<file path="src/rtl/fsm_pwd_input1_if.sv">
// Switch input and code/display outputs of the password-entry front panel.
interface fsm_pwd_input1_if;
  logic [3:0]  sw_in;
  logic [11:0] data_f;
  logic        clock3;
  logic [6:0]  h0;
  logic [6:0]  h1;
  logic [1:0]  count;

  modport master (output sw_in, input data_f, clock3, h0, h1, count);
  modport slave  (input sw_in, output data_f, clock3, h0, h1, count);
endinterface

</file>
<file path="src/rtl/fsm_pwd_input1.sv">
// Password-entry FSM: captures three hex digits on key edges into a 12-bit code,
// strobes clock3 while the code is complete and drives two active-low 7-seg digits.
module fsm_pwd_input1 (
  input  logic               key,
  input  logic               reset_n,
  fsm_pwd_input1_if.slave    bus
);

  typedef enum logic [1:0] {
    S0 = 2'd0,
    S1 = 2'd1,
    S2 = 2'd2,
    S3 = 2'd3
  } state_t;

  state_t      state, state_nx;
  logic [11:0] data_q, data_nx;
  logic        clock3_q, clock3_nx;

  function automatic logic [6:0] seg7(input logic [3:0] d);
    logic [6:0] s;
    case (d)
      4'h0: s = 7'b1000000;
      4'h1: s = 7'b1111001;
      4'h2: s = 7'b0100100;
      4'h3: s = 7'b0110000;
      4'h4: s = 7'b0011001;
      4'h5: s = 7'b0010010;
      4'h6: s = 7'b0000010;
      4'h7: s = 7'b1111000;
      4'h8: s = 7'b0000000;
      4'h9: s = 7'b0010000;
      4'hA: s = 7'b0001000;
      4'hB: s = 7'b0000011;
      4'hC: s = 7'b1000110;
      4'hD: s = 7'b0100001;
      4'hE: s = 7'b0000110;
      default: s = 7'b0001110;
    endcase
    return s;
  endfunction

  always_ff @(posedge key or negedge reset_n) begin
    if (!reset_n) begin
      state    <= S0;
      data_q   <= '0;
      clock3_q <= 1'b0;
    end else begin
      state    <= state_nx;
      data_q   <= data_nx;
      clock3_q <= clock3_nx;
    end
  end

  always_comb begin
    state_nx = state;
    data_nx  = data_q;
    case (state)
      S0: begin
        data_nx[11:8] = bus.sw_in;
        state_nx      = S1;
      end
      S1: begin
        data_nx[7:4] = bus.sw_in;
        state_nx     = S2;
      end
      S2: begin
        data_nx[3:0] = bus.sw_in;
        state_nx     = S3;
      end
      S3: begin
        // A completed code is dropped wholesale; S0 is reachable only via reset.
        data_nx  = {bus.sw_in, 8'h00};
        state_nx = S1;
      end
    endcase
    clock3_nx = (state_nx == S3);
  end

  assign bus.data_f = data_q;
  assign bus.clock3 = clock3_q;
  assign bus.count  = state;
  assign bus.h0     = seg7(bus.sw_in);
  assign bus.h1     = seg7({2'b00, state});

endmodule

</file>
<file path="src/flat_wrapper.sv">
// flat-port wrapper written by rule: the top's interface ports become plain ports
module fsm_pwd_input1_flat 
  (key, reset_n, bus_sw_in, bus_data_f, bus_clock3, bus_h0, bus_h1, bus_count);
  fsm_pwd_input1_if bus_i ();
  input  logic key;
  input  logic reset_n;
  input wire logic [$bits(bus_i.sw_in)-1:0] bus_sw_in;
  output wire logic [$bits(bus_i.data_f)-1:0] bus_data_f;
  output wire logic [$bits(bus_i.clock3)-1:0] bus_clock3;
  output wire logic [$bits(bus_i.h0)-1:0] bus_h0;
  output wire logic [$bits(bus_i.h1)-1:0] bus_h1;
  output wire logic [$bits(bus_i.count)-1:0] bus_count;
  assign bus_i.sw_in = bus_sw_in;
  assign bus_data_f = bus_i.data_f;
  assign bus_clock3 = bus_i.clock3;
  assign bus_h0 = bus_i.h0;
  assign bus_h1 = bus_i.h1;
  assign bus_count = bus_i.count;
  fsm_pwd_input1 u_core (.key(key), .reset_n(reset_n), .bus(bus_i));
endmodule
</file>
<file path="config.mk">
export PLATFORM = sky130hd
export DESIGN_NAME = fsm_pwd_input1_flat
export DESIGN_NICKNAME = d
export VERILOG_FILES = /design/src/rtl/fsm_pwd_input1_if.sv /design/src/rtl/fsm_pwd_input1.sv /design/src/flat_wrapper.sv
export SDC_FILE = /design/constraint.sdc
export NUM_CORES = 1
export LEC_CHECK = 0
export ABC_AREA = 1
export ABC_CLOCK_PERIOD_IN_PS = 1340
export BUFFER_PORTS_ARGS = -buffer_cell sky130_fd_sc_hd__buf_4
export CORE_UTILIZATION = 45
export CTS_BUF_LIST = sky130_fd_sc_hd__clkbuf_4 sky130_fd_sc_hd__clkbuf_8
export DETAILED_ROUTE_END_ITERATION = 10
export GPL_TIMING_DRIVEN = 0
export PLACE_DENSITY_LB_ADDON = 0.05
export SYNTH_ARGS = -nofsm -noshare
export SYNTH_HDL_FRONTEND = slang
export SYNTH_SLANG_ARGS = --single-unit
</file>
<file path="constraint.sdc">
create_clock -name key -period 1.34 [get_ports key]
set_clock_uncertainty 0.1 [all_clocks]
set_input_delay 0.268 -clock key [delete_from_list [all_inputs] [get_ports key]]
set_output_delay 0.268 -clock key [all_outputs]
set_load 0.1 [all_outputs]
</file>
==> results of run 1 <==
## through the flow
stage / hold slack (ns) / cells / util / setup slack (ns)
floorplan: -0.128 / 115 / - / -0.773
global placement: 0.0240 / 172 / 0.824 / -0.462
detailed placement: 0.0298 / 172 / 0.824 / -0.482
## cells by family after synthesis
group	share of synthesized area
AOI/OAI and AO/OA	0.0826
adders and majority gates	0.165
DFF	0.413
other	0.00413
and+or+nand+nor	0.227
buffers and inverters	0.107
==> impl_metrics.ini, run 1 <==
[outcome]
status = aborted with a tool error
lastStage = clock tree synthesis
firstError = [ERROR DPL-0038] Utilization greater than 100%, impossible to legalize

[synthesis]
ys_types = 12
synth_area_leaders = dfrtp_1 41%, ha_1 17%, nand2_1 17%
yosysTopAreaCellShare = 0.413
synth_area_um2 = 908
synth_seq_cells = 15
synthTopCellsByCount = 40 x nand2_1, 15 x dfrtp_1, 14 x inv_1
syn-mean-instance-area_um2 = 7.90
netlist_instances = 115
synthFlopType = dfrtp_1
async_flop_share = 1.00
yosysWarnings = 0
yosysTopAreaCell = dfrtp_1
synth_edf_count = 0
yosysSeqAreaShare = 0.413
synth_most_common_cell = nand2_1
syn_nets = 133

[clock_network]
cts-root-buf = clkbuf_4
cts_setup_buffers = 13
ctsResizeCount = 76
clock-sinks = 15
numCtsBuffers = 3
cts_buffer_depth = 2
hold_buffers = 1
htree_levels = 1

[placed_design]
portBuffers = 32
postPlaceCellArea_um2 = 1480
dpl.hpwl_um = 1810
place.gp.congestion = 0.796

[floorplan]
ios = 35
start_util = 0.504
fp-row-count = 15
die_h_um = 46.9
die_x_um = 46.9
==> run 2, diff against run 1 <==
CORE_AREA = 2 2 63 65   (was unset)
CORE_UTILIZATION = unset   (was 45)
CTS_BUF_LIST = unset   (was sky130_fd_sc_hd__clkbuf_4 sky130_fd_sc_hd__clkbuf_8)
DIE_AREA = 0 0 65 67   (was unset)
PLACE_DENSITY_LB_ADDON = 0.15   (was 0.05)
==> run 2 against run 1 <==
  * The flow now finishes, with violations (setup timing)
  * Synthesized cell count did not move
  * Area after synthesis did not move
==> impl_metrics.ini, run 2 <==
[outcome]
status = complete, but fails checks
violations = setup timing

[synthesis]
yosysSeqAreaShare = 0.413
synthFlopType = dfrtp_1
yosysWarnings = 0
synth_area_um2 = 908
yosysTopAreaCell = dfrtp_1
synth_most_common_cell = nand2_1
netlist_instances = 115
synth_seq_cells = 15
synth_area_leaders = dfrtp_1 41%, ha_1 17%, nand2_1 17%
yosysTopAreaCellShare = 0.413
syn_nets = 133
synthTopCellsByCount = 40 x nand2_1, 15 x dfrtp_1, 14 x inv_1
async_flop_share = 1.00
ys_types = 12
syn-mean-instance-area_um2 = 7.90
synth_edf_count = 0

[final_layout]
mostFrequentLayoutCell = buf_4
final_cell_mix = 32 x buf_4, 23 x nand2_1, 18 x buf_12
largest_register_ffs = 12
final_cells = 218
insertedDiodeCount = 0
final_layout_size_suffix_gt1_frac = 0.676
post-route-util = 0.567
nets = 189
area_growth_syn_to_layout_pct = 125

[critical_path]
r2r-end = u_core.bus.data_f[7]
reg2reg_slack_ns = -0.14
cp_max_fo = 3
cp.arrival_ns = 1.42
reg2reg_depth = 6
cp.required_ns = 0.97
worstSetupPathType = flop to primary output
start_kind = flop
end_kind = primary output
r2r-start = u_core.bus.count[1]

[floorplan]
die_x_um = 65
core_um2 = 3610
start_util = 0.252
ios = 35
die_h_um = 67
dieArea_um2 = 4360
fp-row-count = 22

[sta]
finalCritPeriodShare = 1.33
hold_violations = 0
fmax_mhz = 561
finalCriticalPeriod_ns = 1.78
setup_viol = 19
rsz0062_at_grt = true
tns_ns = -4.78
worst_slack_ns = -0.444
slew_viol_final = 0

[placed_design]
portBuffers = 32
dp_worst_setup_slack_ns = -0.479
place.gp.congestion = 0.748
dpl.hpwl_um = 1790
dp.cells = 195

[clock_network]
cts_tree = yes
cts-root-buf = clkbuf_8
numCtsBuffers = 3
worstSkewPairLatency_ns = 0.24
clock-sinks = 15
cts_buffer_depth = 2
htree_levels = 1
clk_transition_reported_paths_ns = 0.06

[drt]
ant_nets = 0
finalWirelength_um = 2560
viasPerCell = 4.25
wl_per_cell_um = 11.7
dr.pass1.iters = 4
vias = 927
drc = 0
drt_iter0_drc = 41

[pwr]
ir_drop_mv = 0.545
power.density_nw_per_um2 = 672
p_leak_uw = 0.000938

[global_routing]
grt_max_degree = 16
grt_antenna_before_repair = 0
grt_pass1_vias = 882
grt_util_all_layers = 0.119
grt_pass1_wl_um = 4030
grt.overflow.total = 0

[worst_hold_path]
min_path_type = input pin to async pin

[job]
cap_viol_max_count = 0
[run 2: cell counts after synthesis]
Identical to the previous run, type by type.
[run 2: worst max-delay path by stage]
stage	endpoint	startpoint	slack, ns
after floorplan	bus_h1[6]	u_core.bus.count[1]	-0.77
final	bus_h1[4]	u_core.bus.count[1]	-0.44
after detailed placement	bus_h0[5]	bus_sw_in[0]	-0.48
after global placement	bus_h0[3]	bus_sw_in[0]	-0.46
after global routing	bus_h1[6]	u_core.bus.count[1]	-0.48
after CTS	bus_h1[6]	u_core.bus.count[0]	-0.43
[run 2: what timing repair did]
action | 4_1_cts | 5_1_grt
endpoints found under the hold margin | 15 | 0
endpoints found under the setup margin | 21 | 21
gates resized for setup | 62 | 24
cloned | 0 | 0
hold buffers | 1 | 0
pin swaps | 13 | 9
buffers inserted | 10 | 8
[run 2: cell families after synthesis]
| family | synth area share |
|---|---|
| and+or+nand+nor | 0.227 |
| buffers and inverters | 0.107 |
| AOI/OAI and AO/OA | 0.0826 |
| DFF | 0.413 |
| adders and majority gates | 0.165 |
| other | 0.00413 |
[run 2: report_power, final]
| part | switching, uW | leakage, uW | internal, uW |
|---|---|---|---|
| Sequential | 3.74 | 0.000196 | 460 |
| Combinational | 356 | 0.000717 | 194 |
| Clock | 155 | 0.0000255 | 206 |
| Total | 515 | 0.000938 | 860 |
[run 2: per-stage QoR]
step	area (um^2)	power, uW	hold WS, ns
final	2050	1370	0.305
after global routing	2050	1440	0.317
after CTS	1910	1370	0.309
after detailed placement	1510	900	0.0366
after global placement	1510	896	0.0294
after floorplan	1210	813	-0.128
[run 2: cell type report]
class	instances	area [um^2]
well taps	48	60.1
clock inverters	1	5.00
flip-flops and latches	15	383
multi-input cells	80	811
repair buffers	51	601
inverters	15	78.8
fillers	297	1560
clock buffers	3	41.3
plain buffers	5	66.3
[run 2: worst max-delay path: stages (launching register included)]
cell,delay [ns]
dfrtp_4,0.49
buf_4,0.15
ha_2,0.20
nor2_4,0.13
nor2_4,0.05
buf_12,0.16
[run 2: layer usage]
layer  track usage  share of wire
met1         0.152           0.41
met2         0.200           0.53
met3        0.0405          0.059
met4        0.0160         0.0023
met5             0              0
No activity file was read; power rests on OpenSTA's default activity.
